===== config.mk =====
export PLATFORM = sky130hd
export DESIGN_NAME = sack_receiver_ack_gen
export DESIGN_NICKNAME = d
export VERILOG_FILES = /design/src/rtl/sack_receiver_ack_gen.sv
export SDC_FILE = /design/constraint.sdc
export NUM_CORES = 1
export LEC_CHECK = 0
export CAP_MARGIN = 25
export CELL_PAD_IN_SITES_DETAIL_PLACEMENT = 0
export CELL_PAD_IN_SITES_GLOBAL_PLACEMENT = 1
export CORE_MARGIN = 1.5
export CORE_UTILIZATION = 47
export DETAILED_ROUTE_END_ITERATION = 8
export PLACE_DENSITY_LB_ADDON = 0.1
export RECOVER_POWER = 100
export SLEW_MARGIN = 25
export SYNTH_ARGS = -nofsm -noshare
export SYNTH_HDL_FRONTEND = slang
export SYNTH_SLANG_ARGS = --single-unit

===== constraint.sdc =====
create_clock -name clk -period 10.05 [get_ports clk]
set_input_delay 2.01 -clock clk [delete_from_list [all_inputs] [get_ports clk]]
set_output_delay 2.01 -clock clk [all_outputs]
set_load 0.02 [all_outputs]

===== src/rtl/sack_receiver_ack_gen.sv =====
// ============================================================================
//  Module   : sack_receiver_ack_gen
//  Purpose  : Receiver-side SACK ack generator. Tracks received sequence
//             numbers in a window bitmap and emits one CACK/SACK per packet.
//  Revision : 1.0 - initial release
// ============================================================================
`default_nettype none

module sack_receiver_ack_gen #(
    parameter int SEQ_W     = 32,
    parameter int WIN_SIZE  = 128,
    parameter int WIN_IND_W = 7,
    parameter int TX_CNT_W  = 2
) (
    input  logic                clk,
    input  logic                rst,
    input  logic                data_valid,
    output logic                data_ready,
    input  logic [SEQ_W-1:0]    data_seq,
    input  logic [TX_CNT_W-1:0] data_tx_id,
    output logic                ack_valid,
    input  logic                ack_ready,
    output logic                ack_is_sack,
    output logic [SEQ_W-1:0]    ack_cack,
    output logic [SEQ_W-1:0]    ack_sack,
    output logic [TX_CNT_W-1:0] ack_tx_id
);

    typedef enum logic [1:0] {
        ST_IDLE = 2'd0,
        ST_ADV  = 2'd1,
        ST_SEND = 2'd2
    } state_t;

    localparam logic [SEQ_W:0] C_WIN_SPAN = (SEQ_W+1)'(WIN_SIZE);

    state_t                state_q, state_d;
    logic [SEQ_W-1:0]      cack_q, cack_d;
    logic [WIN_SIZE-1:0]   bitmap_q, bitmap_d;
    logic                  ack_is_sack_q, ack_is_sack_d;
    logic [SEQ_W-1:0]      ack_cack_q, ack_cack_d;
    logic [SEQ_W-1:0]      ack_sack_q, ack_sack_d;
    logic [TX_CNT_W-1:0]   ack_tx_id_q, ack_tx_id_d;

    logic [WIN_IND_W-1:0]  w_seq_idx;
    logic [WIN_IND_W-1:0]  w_cack_idx;
    logic [WIN_IND_W-1:0]  w_next_idx;
    logic [SEQ_W:0]        w_win_end;
    logic                  w_in_win;

    // Window end is computed one bit wider so cack near the top of the seq
    // space cannot wrap the compare.
    assign w_seq_idx  = data_seq[WIN_IND_W-1:0];
    assign w_cack_idx = cack_q[WIN_IND_W-1:0];
    assign w_next_idx = w_cack_idx + WIN_IND_W'(1);
    assign w_win_end  = {1'b0, cack_q} + C_WIN_SPAN;
    assign w_in_win   = (data_seq >= cack_q) && ({1'b0, data_seq} < w_win_end);

    always_comb begin
        state_d       = state_q;
        cack_d        = cack_q;
        bitmap_d      = bitmap_q;
        ack_is_sack_d = ack_is_sack_q;
        ack_cack_d    = ack_cack_q;
        ack_sack_d    = ack_sack_q;
        ack_tx_id_d   = ack_tx_id_q;

        case (state_q)
            ST_IDLE: begin
                if (data_valid) begin
                    ack_tx_id_d = data_tx_id;
                    if (!w_in_win) begin
                        ack_is_sack_d = 1'b0;
                        ack_cack_d    = cack_q;
                        ack_sack_d    = '0;
                        state_d       = ST_SEND;
                    end else if (data_seq == cack_q) begin
                        bitmap_d[w_seq_idx] = 1'b1;
                        state_d             = ST_ADV;
                    end else begin
                        bitmap_d[w_seq_idx] = 1'b1;
                        ack_is_sack_d       = 1'b1;
                        ack_cack_d          = cack_q;
                        ack_sack_d          = data_seq;
                        state_d             = ST_SEND;
                    end
                end
            end
            ST_ADV: begin
                // Slide the window by one; stop at the first hole.
                bitmap_d[w_cack_idx] = 1'b0;
                cack_d               = cack_q + SEQ_W'(1);
                if (!bitmap_q[w_next_idx]) begin
                    ack_is_sack_d = 1'b0;
                    ack_cack_d    = cack_q + SEQ_W'(1);
                    ack_sack_d    = '0;
                    state_d       = ST_SEND;
                end
            end
            ST_SEND: begin
                if (ack_ready) begin
                    state_d = ST_IDLE;
                end
            end
            default: begin
                state_d = ST_IDLE;
            end
        endcase
    end

    always_ff @(posedge clk or posedge rst) begin
        if (rst) begin
            state_q       <= ST_IDLE;
            cack_q        <= '0;
            bitmap_q      <= '0;
            ack_is_sack_q <= 1'b0;
            ack_cack_q    <= '0;
            ack_sack_q    <= '0;
            ack_tx_id_q   <= '0;
        end else begin
            state_q       <= state_d;
            cack_q        <= cack_d;
            bitmap_q      <= bitmap_d;
            ack_is_sack_q <= ack_is_sack_d;
            ack_cack_q    <= ack_cack_d;
            ack_sack_q    <= ack_sack_d;
            ack_tx_id_q   <= ack_tx_id_d;
        end
    end

    assign data_ready  = (state_q == ST_IDLE) && !rst;
    assign ack_valid   = (state_q == ST_SEND);
    assign ack_is_sack = ack_is_sack_q;
    assign ack_cack    = ack_cack_q;
    assign ack_sack    = ack_sack_q;
    assign ack_tx_id   = ack_tx_id_q;

endmodule

`default_nettype wire


==> qor.txt, run 1 <==
Outcome: finished with violations
Violated checks: capacitance limit, slew limit
Detail-routed via count per cell: 6.53
Minimum period implied by the final worst setup slack: 7.59 ns
Accumulated negative setup slack: 0 ns
Die outline area: 0.0301 mm2
Capturing element type of the critical path: register
Count of flip-flops with a built-in enable after synthesis: 0
Data arrival time at the worst-slack endpoint: 8.02 ns
Placement row count: 62
Summed instance area of the synthesized netlist: 0.0136 mm2
Initial DRT Pass Iterations: 5
Clock buffers created by TritonCTS: 28
Endpoint of the worst register-to-register path: ack_is_sack
Count of pins over their slew limit: 509
Fraction of layout cells with a size suffix above 1: 0.0793
Slew margin rel.: -2.50
Cell taking the most area after synthesis: dfrtp_1
Placed cells: 1783
Number of DRC markers after the initial detailed-route iteration: 1013
Number of antenna violations at the first check in global routing: 0
Overall fraction of global-route tracks in use: 0.292
Sequential share of the synthesized area: 0.420
Worst-case clock buffer depth: 3
Number of library cell types mapped by synthesis: 56
Detail Route Antenna Nets: 0
Detailed-placement wirelength estimate: 28000 um
Effective utilization at floorplan: 0.477
Die X: 173 um
TritonCTS clock tree: done
Area of the core: 0.0286 mm2
Fraction of synthesis flops using an asynchronous set or reset pin: 1.00
Class of the most critical hold timing path: reg2reg
Number of endpoints with negative hold slack in the final report: 0
Number of buffers added on ports: 106
H-Tree Level Count: 1
Max capacitance violation total: 8
Cell depth of the worst hold path: 2
Postcts setup bufs: 0
Worst path max stage delay: 1.57 ns
Syn. warnings: 0
First-pass GRT wire length: 69800 um
Worst Hold Launch: bitmap_q[127]
Net switching share of the total power: 0.281
RSZ-0062 raised after global routing: false
Max frequency: 132 MHz
Count of unresolved DRC violations after routing: 0
Area share of the largest cell type after synthesis: 0.420
Transition time at the pin with the least slew margin: 5.22 ns
Final core utilization: 0.552
Synthesized instance count: 1387
Via count of the first global-routing pass: 11900
Cell with the most instances after synthesis: dfrtp_1
Final weighted congestion in routability-driven placement: 0.886
CTS Root Cell: clkbuf_16
Pin count of the biggest net entering global routing: 115
Number of storage elements in the synthesis netlist: 229
Gate family responsible for the most delay along the worst path: buffers and inverters
Category of the most critical setup path: reg2reg
Leakage power total: 5.55 nW
Setup slack of the most critical reg-to-reg path: 2.46 ns
CP bufs+invs: 3
Crit path cell chain: ha_1, and3_1, nand4_1, or2_0, nor3_1, xnor2_1, ha_1, nand3_1, nor4_1, and3_1, a221oi_1, a21oi_4, clkbuf_1, clkbuf_2, nor4_1, buf_4, o21bai_1
Top cells by instance count after synthesis: dfrtp_1, o21ai_0, o41ai_1
Clock power frac: 0.433
Resize count post-CTS: 0
I/O Pins: 107
Later-pin clock latency in the skew report: 0.57 ns
Register-to-Register Path Depth: 17
Biggest fanout along the worst timing path: 90
Slowest stage cell, crit path: clkbuf_2
Flop pwr share: 0.426
Startpoint class of the critical path: register
Net count after synthesis: 1484
Period utilisation layout: 0.755
Vertical extent of the die: 173 um
Synth area leaders: dfrtp_1, o41ai_1, mux4_2
PD cells: 149 mW/mm2
Total number of vias: 12000
Reg-to-reg startpoint: cack_q[7]
End point of the most critical hold path: bitmap_q[127]
Congestion Overflow GR: 0
Net total in the final layout: 1526
Clock sink count: 229
Mean cell area of the mapped netlist: 9.84 um2
Cts hold-fix bufs: 0
Wire length reported by the detailed router: 43800 um
Count of antenna diodes in the layout: 0
CP required: 10.48 ns
Comb power frac: 0.141
Internal power: 1.69 mW
WL per Instance: 23.9 um
Clock-pin slew on the worst setup and hold paths: 0.06 ns
Layout Cells excl Fill: 1834
Final setup vio count: 0
VDD IR max: 0.000121 V
Main flop type after synthesis: dfrtp_1
Max Clock Skew: 0.0206 ns
Sw power: 0.659 mW
Synthesis-to-layout area growth: 15.7%
-- power groups by stage --
stage               logic, mW  clock network (mW)  registers [mW]
floorplan               0.145                   0            1.06
global placement        0.348                   0            1.02
detailed placement      0.351                   0            1.02
CTS                     0.352                1.03            1.00
global route            0.360                1.07            1.01
finish                  0.332                1.01           0.999
-- worst min-delay path, stage by stage (launching register included) --
cell and delay [ns]:
dfrtp_1 0.35, nand2_1 0.06, o41ai_1 0.05
-- flip-flops by register name (all words and copies together) (netlist names) --
signal,cells
state_q,2
ack_sack,32
bitmap_q,128
ack_cack,32
cack_q,32
ack_tx_id,2
ack_is_sack,1
-- worst max path at each step --
stage	to	slack, ns	cells after the start	startpoint
floorplan	ack_cack[0]	1.76	1	rst
global placement	ack_is_sack	3.94	12	data_seq[24]
detailed placement	ack_is_sack	3.89	12	data_seq[24]
CTS	ack_is_sack	4.34	16	cack_q[7]
global route	ack_is_sack	2.00	17	cack_q[7]
finish	ack_is_sack	2.46	17	cack_q[7]
-- metal layers --
| layer | track usage | share of wire |
|---|---|---|
| met5 | 0 | 0 |
| met4 | 0.113 | 0.039 |
| met3 | 0.0414 | 0.058 |
| met2 | 0.494 | 0.49 |
| met1 | 0.379 | 0.41 |
-- layout by cell type, fill, tap and decap left out, drive strengths merged, types with 6 or more instances in the layout --
master           n
o21ai          136
nor3            20
nand4           22
nor2            49
clkinv           9
nand2          120
a21oi           27
dlygate4sd3     71
mux2i            8
xnor2           57
inv             37
clkdlybuf4s50   35
nor3b           16
ha              59
a21o            20
clkbuf          54
and2            33
nor4            19
a311oi          31
nand3b          29
buf             16
and3             6
dfrtp          229
nand3           97
o2bb2ai         32
o41ai          128
mux4            35
-- logic make-up (layout without fill, tap and decap cells) --
logic type                 count (synthesis)  after routing  synth area share
and+or+nand+nor                          434            434             0.165
AOI/OAI and AO/OA                        401            401             0.210
DFF                                      229            229             0.420
buffers and inverters                    160            223            0.0481
adders and majority gates                 59             59            0.0541
xor gates and xnor gates                  58             58            0.0372
muxes                                     46             46            0.0661
-- stage by stage --
step	hold WS, ns	setup slack [ns]	instance area [um2]	total power [mW]
after CTS	0.489	4.34	15900	2.38
after global placement	0.473	3.94	14900	1.36
after floorplan	0.438	1.76	13600	1.21
after global routing	0.519	2.00	15800	2.43
after detailed placement	0.473	3.89	14900	1.37
final	0.493	2.46	15800	2.35
-- cell type report --
class	instances	area (um2)
Multi-Input combinational cell	998	7280
Clock buffer	44	881
Sequential cell	229	5730
Clock inverter	7	46.3
Inverter	40	151
Timing Repair Buffer	132	1220
Tap cell	384	480
Fill cell	2551	12800
(Power assumes the default switching activity.)
==> run 2: changes to the inputs <==
--- a/config.mk
+++ b/config.mk
@@ -9,7 +9,7 @@
 export CELL_PAD_IN_SITES_DETAIL_PLACEMENT = 0
 export CELL_PAD_IN_SITES_GLOBAL_PLACEMENT = 1
 export CORE_MARGIN = 1.5
-export CORE_UTILIZATION = 47
+export CORE_UTILIZATION = 42
 export DETAILED_ROUTE_END_ITERATION = 8
 export PLACE_DENSITY_LB_ADDON = 0.1
 export RECOVER_POWER = 100
==> constraint.sdc (replaced) <==
create_clock -name clk -period 6.6 [get_ports clk]
set_input_delay 1.32 -clock clk [delete_from_list [all_inputs] [get_ports clk]]
set_output_delay 1.32 -clock clk [all_outputs]
set_load 0.02 [all_outputs]
==> qor.txt, run 2 (same netlist as run 1, synthesis figures left out) <==
CTS Root Cell: clkbuf_16 (unchanged)
Leakage power total: 5.63 nW (was 5.55 nW)
TritonCTS clock tree: done (unchanged)
Max FFs per register: 128 (unchanged)
Worst Hold Launch: bitmap_q[127] (unchanged)
Post-route cell area: 0.0160 mm2 (was 0.0158 mm2)
Minimum period implied by the final worst setup slack: 5.85 ns
Layout Cells excl Fill: 1888 (was 1834)
Wire length reported by the detailed router: 45600 um (was 43800 um)
Count of unresolved DRC violations after routing: 0 (unchanged)
Slew margin rel.: -0.392 (was -2.50)
Pin count of the biggest net entering global routing: 144 (was 115)
Endpoint of the worst register-to-register path: ack_is_sack (unchanged)
Postcts setup bufs: 0 (unchanged)
Startpoint class of the critical path: input port (was register)
Commonest non-fill, non-tap cells in the layout: dfrtp_1, o21ai_0, o41ai_1 (unchanged)
Transition time at the pin with the least slew margin: 2.09 ns (was 5.22 ns)
Detail-routed via count per cell: 6.25 (was 6.53)
Cell depth of the worst hold path: 2 (unchanged)
Placed cells: 1835 (was 1783)
Resize count post-CTS: 0 (unchanged)
Later-pin clock latency in the skew report: 0.58 ns (was 0.57 ns)
Effective utilization at floorplan: 0.429 (was 0.477)
End point of the most critical hold path: bitmap_q[127] (unchanged)
Outcome: finished with violations (unchanged)
I/O Pins: 107 (unchanged)
Overall fraction of global-route tracks in use: 0.275 (was 0.292)
Synthesis-to-layout area growth: 17.4% (was 15.7%)
WL per Instance: 24.2 um (was 23.9 um)
RSZ-0062 raised after global routing: false (unchanged)
Max frequency: 171 MHz
Placement row count: 65 (was 62)
Category of the most critical setup path: in2reg (was reg2reg)
Register containing the most flip-flops in the final layout: bitmap_q (unchanged)
Total number of vias: 11800 (was 12000)
Clock buffers created by TritonCTS: 28 (unchanged)
Final worst hold slack: 0.496 ns (was 0.493 ns)
Initial DRT Pass Iterations: 5 (unchanged)
Max capacitance violation total: 5 (was 8)
CP required: 7.00 ns (was 10.48 ns)
Count of pins over their slew limit: 228 (was 509)
Vertical extent of the die: 183 um (was 173 um)
Accumulated negative setup slack: 0 ns (unchanged)
Detail Route Antenna Nets: 0 (unchanged)
Clock sink count: 229 (unchanged)
Congestion Overflow GR: 0 (unchanged)
Register-to-Register Path Depth: 10 (was 17)
PD cells: 238 mW/mm2 (was 149 mW/mm2)
Number of DRC markers after the initial detailed-route iteration: 1026 (was 1013)
Die outline area: 0.0336 mm2 (was 0.0301 mm2)
H-Tree Level Count: 1 (unchanged)
Net total in the final layout: 1527 (was 1526)
Max Clock Skew: 0.0380 ns (was 0.0206 ns)
Final setup vio count: 0 (unchanged)
Number of endpoints with negative hold slack in the final report: 0 (unchanged)
Die X: 183 um (was 173 um)
Violated checks: capacitance limit, slew limit (unchanged)
Number of antenna violations at the first check in global routing: 0 (unchanged)
Via count of the first global-routing pass: 12000 (was 11900)
Setup slack of the most critical reg-to-reg path: 0.94 ns (was 2.46 ns)
Worst-case clock buffer depth: 3 (unchanged)
Post-placement cell area: 0.0150 mm2 (was 0.0149 mm2)
Capturing element type of the critical path: register (unchanged)
Period utilisation layout: 0.886
Area of the core: 0.0318 mm2 (was 0.0286 mm2)
Detailed-placement wirelength estimate: 28900 um (was 28000 um)
Cts hold-fix bufs: 0 (unchanged)
Most frequent standard cell in the layout excluding fill and tap cells: dfrtp_1 (unchanged)
Final weighted congestion in routability-driven placement: 0.883 (was 0.886)
Number of buffers added on ports: 106 (unchanged)
Class of the most critical hold timing path: reg2reg (unchanged)
Biggest fanout along the worst timing path: 67 (was 90)
Clock-pin slew on the worst setup and hold paths: 0.07 ns (was 0.06 ns)
VDD IR max: 0.000186 V (was 0.000121 V)
Fraction of layout cells with a size suffix above 1: 0.0820 (was 0.0793)
Critical path launch point: data_seq[0] (was cack_q[7])
First-pass GRT wire length: 71700 um (was 69800 um)
Data arrival time at the worst-slack endpoint: 6.24 ns (was 8.02 ns)
Reg-to-reg startpoint: cack_q[0] (was cack_q[7])
-- run 2: area by class of cell --
type | instances | area (um2)
clock buffer | 36 | 791
antenna | 1 | 2.50
multi-input combinational | 998 | 7280
inverter | 40 | 151
sequential | 229 | 5730
timing repair buffer | 133 | 1250
fill | 2944 | 15800
clock inverter | 16 | 277
tap | 435 | 544
-- run 2: report_power, final --
group          total (mW)  switching (mW)  internal, mW
sequential           1.53          0.0576          1.47
clock                1.78           0.660          1.12
combinational       0.506           0.314         0.193
total                3.81            1.03          2.78
-- run 2: how the worst max path moves through the flow --
stage	endpoint	slack (ns)	cells past startpoint
floorplan	ack_sack[0]	2.19	17
global placement	ack_is_sack	0.91	16
detailed placement	ack_sack[6]	1.08	16
CTS	ack_sack[6]	1.09	16
global route	bitmap_q[109]	0.45	12
finish	bitmap_q[53]	0.75	12
-- run 2: worst max-delay path, cell delays in order --
cell and delay, ns:
clkdlybuf4s50_1 0.60, inv_1 0.11, ha_1 0.32, nand2b_1 0.14
a21o_1 0.17, a21o_1 0.17, a21oi_1 0.14, o21ai_0 0.10
a221oi_1 0.51, clkbuf_2 1.23, clkbuf_2 1.20, o41ai_1 0.21
-- run 2: per-layer routing --
layer / routed length [um] / vias up / global-route usage
met1: 18700 / 5899 / 0.354
met3: 2550 / 102 / 0.0344
met2: 22600 / 400 / 0.473
li1: - / 5405 / -
met4: 1750 / 0 / 0.102
met5: 0 / - / 0
-- run 2: per-stage QoR --
stage | total power [mW] | setup WS, ns | utilization
6_report | 3.81 | 0.753 | 0.504
5_1_grt | 3.95 | 0.449 | 0.504
4_1_cts | 3.88 | 1.09 | 0.506
3_5_place_dp | 2.09 | 1.08 | 0.472
3_3_place_gp | 2.09 | 0.908 | 0.472
2_1_floorplan | 1.84 | 2.19 | -
==> run 3: changes to the inputs <==
--- a/config.mk
+++ b/config.mk
@@ -9,7 +9,8 @@
 export CELL_PAD_IN_SITES_DETAIL_PLACEMENT = 0
 export CELL_PAD_IN_SITES_GLOBAL_PLACEMENT = 1
 export CORE_MARGIN = 1.5
-export CORE_UTILIZATION = 42
+export CORE_UTILIZATION = 43
+export CTS_BUF_LIST = sky130_fd_sc_hd__clkbuf_4
 export DETAILED_ROUTE_END_ITERATION = 8
 export PLACE_DENSITY_LB_ADDON = 0.1
 export RECOVER_POWER = 100
==> qor.txt, run 3 (same netlist as run 1, synthesis figures left out) <==
Outcome: finished with violations (unchanged)
Violated checks: capacitance limit, slew limit (unchanged)
Postcts setup bufs: 0 (unchanged)
CP required: 7.07 ns (was 7.00 ns)
Slowest stage cell, crit path: clkbuf_4 (was clkbuf_2)
Gate family responsible for the most delay along the worst path: simple AND/OR/NAND/NOR gates (was buffers and inverters)
Total number of vias: 12000 (was 11800)
Crit path cell chain: nand2_1, or4_4, or3_1, nor3_1, xnor2_1, ha_1, nand3_1, nor4_1, and3_1, a221oi_1, a21oi_4, clkbuf_4, o41ai_1 (was clkdlybuf4s50_1, inv_1, ha_1, nand2b_1, a21o_1, a21o_1, a21oi_1, o21ai_0, a221oi_1, clkbuf_2, clkbuf_2, o41ai_1)
Resize count post-CTS: 0 (unchanged)
Period utilisation layout: 0.857 (was 0.886)
Clock buffers created by TritonCTS: 67 (was 28)
Transition time at the pin with the least slew margin: 3.51 ns (was 2.09 ns)
VDD IR max: 0.000117 V (was 0.000186 V)
Cts hold-fix bufs: 0 (unchanged)
Accumulated negative setup slack: 0 ns (unchanged)
Data arrival time at the worst-slack endpoint: 6.13 ns (was 6.24 ns)
Startpoint class of the critical path: register (was input port)
Congestion Overflow GR: 0 (unchanged)
Die X: 181 um (was 183 um)
I/O Pins: 107 (unchanged)
Placement row count: 65 (unchanged)
Slew margin rel.: -1.34 (was -0.392)
Fraction of layout cells with a size suffix above 1: 0.115 (was 0.0820)
Wire length reported by the detailed router: 45400 um (was 45600 um)
Clock-pin slew on the worst setup and hold paths: 0.07 ns (about the same)
Via count of the first global-routing pass: 12000 (about the same)
WL per Instance: 23.7 um (was 24.2 um)
Class of the most critical hold timing path: reg2reg (unchanged)
Clock sink count: 229 (unchanged)
H-Tree Level Count: 3 (was 1)
Later-pin clock latency in the skew report: 0.70 ns (was 0.58 ns)
Worst-case clock buffer depth: 3 (unchanged)
RSZ-0062 raised after global routing: false (unchanged)
Most frequent standard cell in the layout excluding fill and tap cells: dfrtp_1 (unchanged)
Number of antenna violations at the first check in global routing: 1 (was 0)
Detail-routed via count per cell: 6.31 (was 6.25)
Setup Slack @ Placement: 1.42 ns (was 1.08 ns)
Biggest fanout along the worst timing path: 110 (was 67)
PD cells: 212 mW/mm2 (was 238 mW/mm2)
CP bufs+invs: 1 (was 4)
Effective utilization at floorplan: 0.435 (was 0.429)
Commonest non-fill, non-tap cells in the layout: dfrtp_1, o21ai_0, o41ai_1 (unchanged)
Number of buffers added on ports: 106 (unchanged)
Max capacitance violation total: 4 (was 5)
Area of the core: 0.0314 mm2 (was 0.0318 mm2)
Die outline area: 0.0328 mm2 (was 0.0336 mm2)
CTS Root Cell: clkbuf_4 (was clkbuf_16)
Detail Route Antenna Nets: 0 (unchanged)
Category of the most critical setup path: reg2reg (was in2reg)
Synthesis-to-layout area growth: 15.2% (was 17.4%)
Count of pins over their slew limit: 170 (was 228)
Setup slack of the critical path after layout: 0.944 ns (was 0.753 ns)
Net total in the final layout: 1563 (was 1527)
TritonCTS clock tree: done (unchanged)
Vertical extent of the die: 181 um (was 183 um)
Max FFs per register: 128 (unchanged)
Final weighted congestion in routability-driven placement: 0.900 (was 0.883)
Register containing the most flip-flops in the final layout: bitmap_q (unchanged)
Worst path max stage delay: 1.12 ns (was 1.23 ns)
First-pass GRT wire length: 70800 um (was 71700 um)
Count of unresolved DRC violations after routing: 0 (unchanged)
Max frequency: 177 MHz (was 171 MHz)
Final setup vio count: 0 (unchanged)
Detailed-placement wirelength estimate: 28600 um (was 28900 um)
Pin count of the biggest net entering global routing: 168 (was 144)
Number of DRC markers after the initial detailed-route iteration: 867 (was 1026)
Capturing element type of the critical path: register (unchanged)
Overall fraction of global-route tracks in use: 0.278 (was 0.275)
Minimum period implied by the final worst setup slack: 5.66 ns (was 5.85 ns)
Leakage power total: 5.57 nW (was 5.63 nW)
Initial DRT Pass Iterations: 5 (unchanged)
Max Clock Skew: 0.0771 ns (was 0.0380 ns)
Number of endpoints with negative hold slack in the final report: 0 (unchanged)
## run 3: cell types whose count changed in the layout (fill, tap and decap cells not counted), moves of 4 or more
cell / previous run / this run
clkinv_1: 2 / 10
clkbuf_4: 0 / 95
clkbuf_16: 28 / 0
clkinv_2: 5 / 1
bufinv_16: 7 / 0
clkbuf_8: 6 / 0
## run 3: routing by layer
layer | routed length (um) | up-vias | global-route usage
li1 | - | 5516 | -
met1 | 18600 | 5970 | 0.352
met2 | 22400 | 466 | 0.466
met3 | 2820 | 97 | 0.0474
met4 | 1580 | 0 | 0.123
met5 | 0 | - | 0.00593
## run 3: path summary, 6_finish.rpt
check / depth (start not counted) / end / from / slack, ns
worst max-delay path: 13 / bitmap_q[44] / cack_q[11] / 0.94
worst min-delay path: 2 / bitmap_q[127] / bitmap_q[127] / 0.49
worst max register to register: 13 / bitmap_q[44] / cack_q[11] / 0.94
worst min register to register: 2 / bitmap_q[127] / bitmap_q[127] / 0.49
max in group asynchronous: 3 / ack_is_sack / rst / 2.03
min in group asynchronous: 3 / ack_cack[25] / rst / 2.46
## run 3: final cells by class
cell class / count / area, um2
diodes: 1 / 2.50
clock buffers: 94 / 706
clock inverters: 16 / 77.6
fillers: 3007 / 15700
inverters: 40 / 155
multi-input cells: 998 / 7300
flip-flops and latches: 229 / 5730
well taps: 402 / 503
repair buffers: 130 / 1250
## run 3: stage by stage
step / power [mW] / hold WS (ns) / std cells / utilization / cell area [um2]
5_1_grt: 3.50 / 0.517 / 1910 / 0.501 / 15700
4_1_cts: 3.40 / 0.485 / 1908 / 0.502 / 15800
2_1_floorplan: 1.84 / 0.438 / 1387 / - / 13700
3_3_place_gp: 2.09 / 0.473 / 1798 / 0.477 / 15000
6_report: 3.34 / 0.492 / 1910 / 0.501 / 15700
3_5_place_dp: 2.09 / 0.474 / 1798 / 0.477 / 15000
## run 3: power by group
part	switching, mW	leakage, nW	internal (mW)
sequential	0.0600	2.49	1.47
clock	0.648	0.464	0.654
combinational	0.313	2.62	0.194
total	1.02	5.57	2.32
## run 3: worst min-delay path, stage by stage (launching register included)
cell	delay, ns
dfrtp_1	0.35
nand2_1	0.06
o41ai_1	0.05
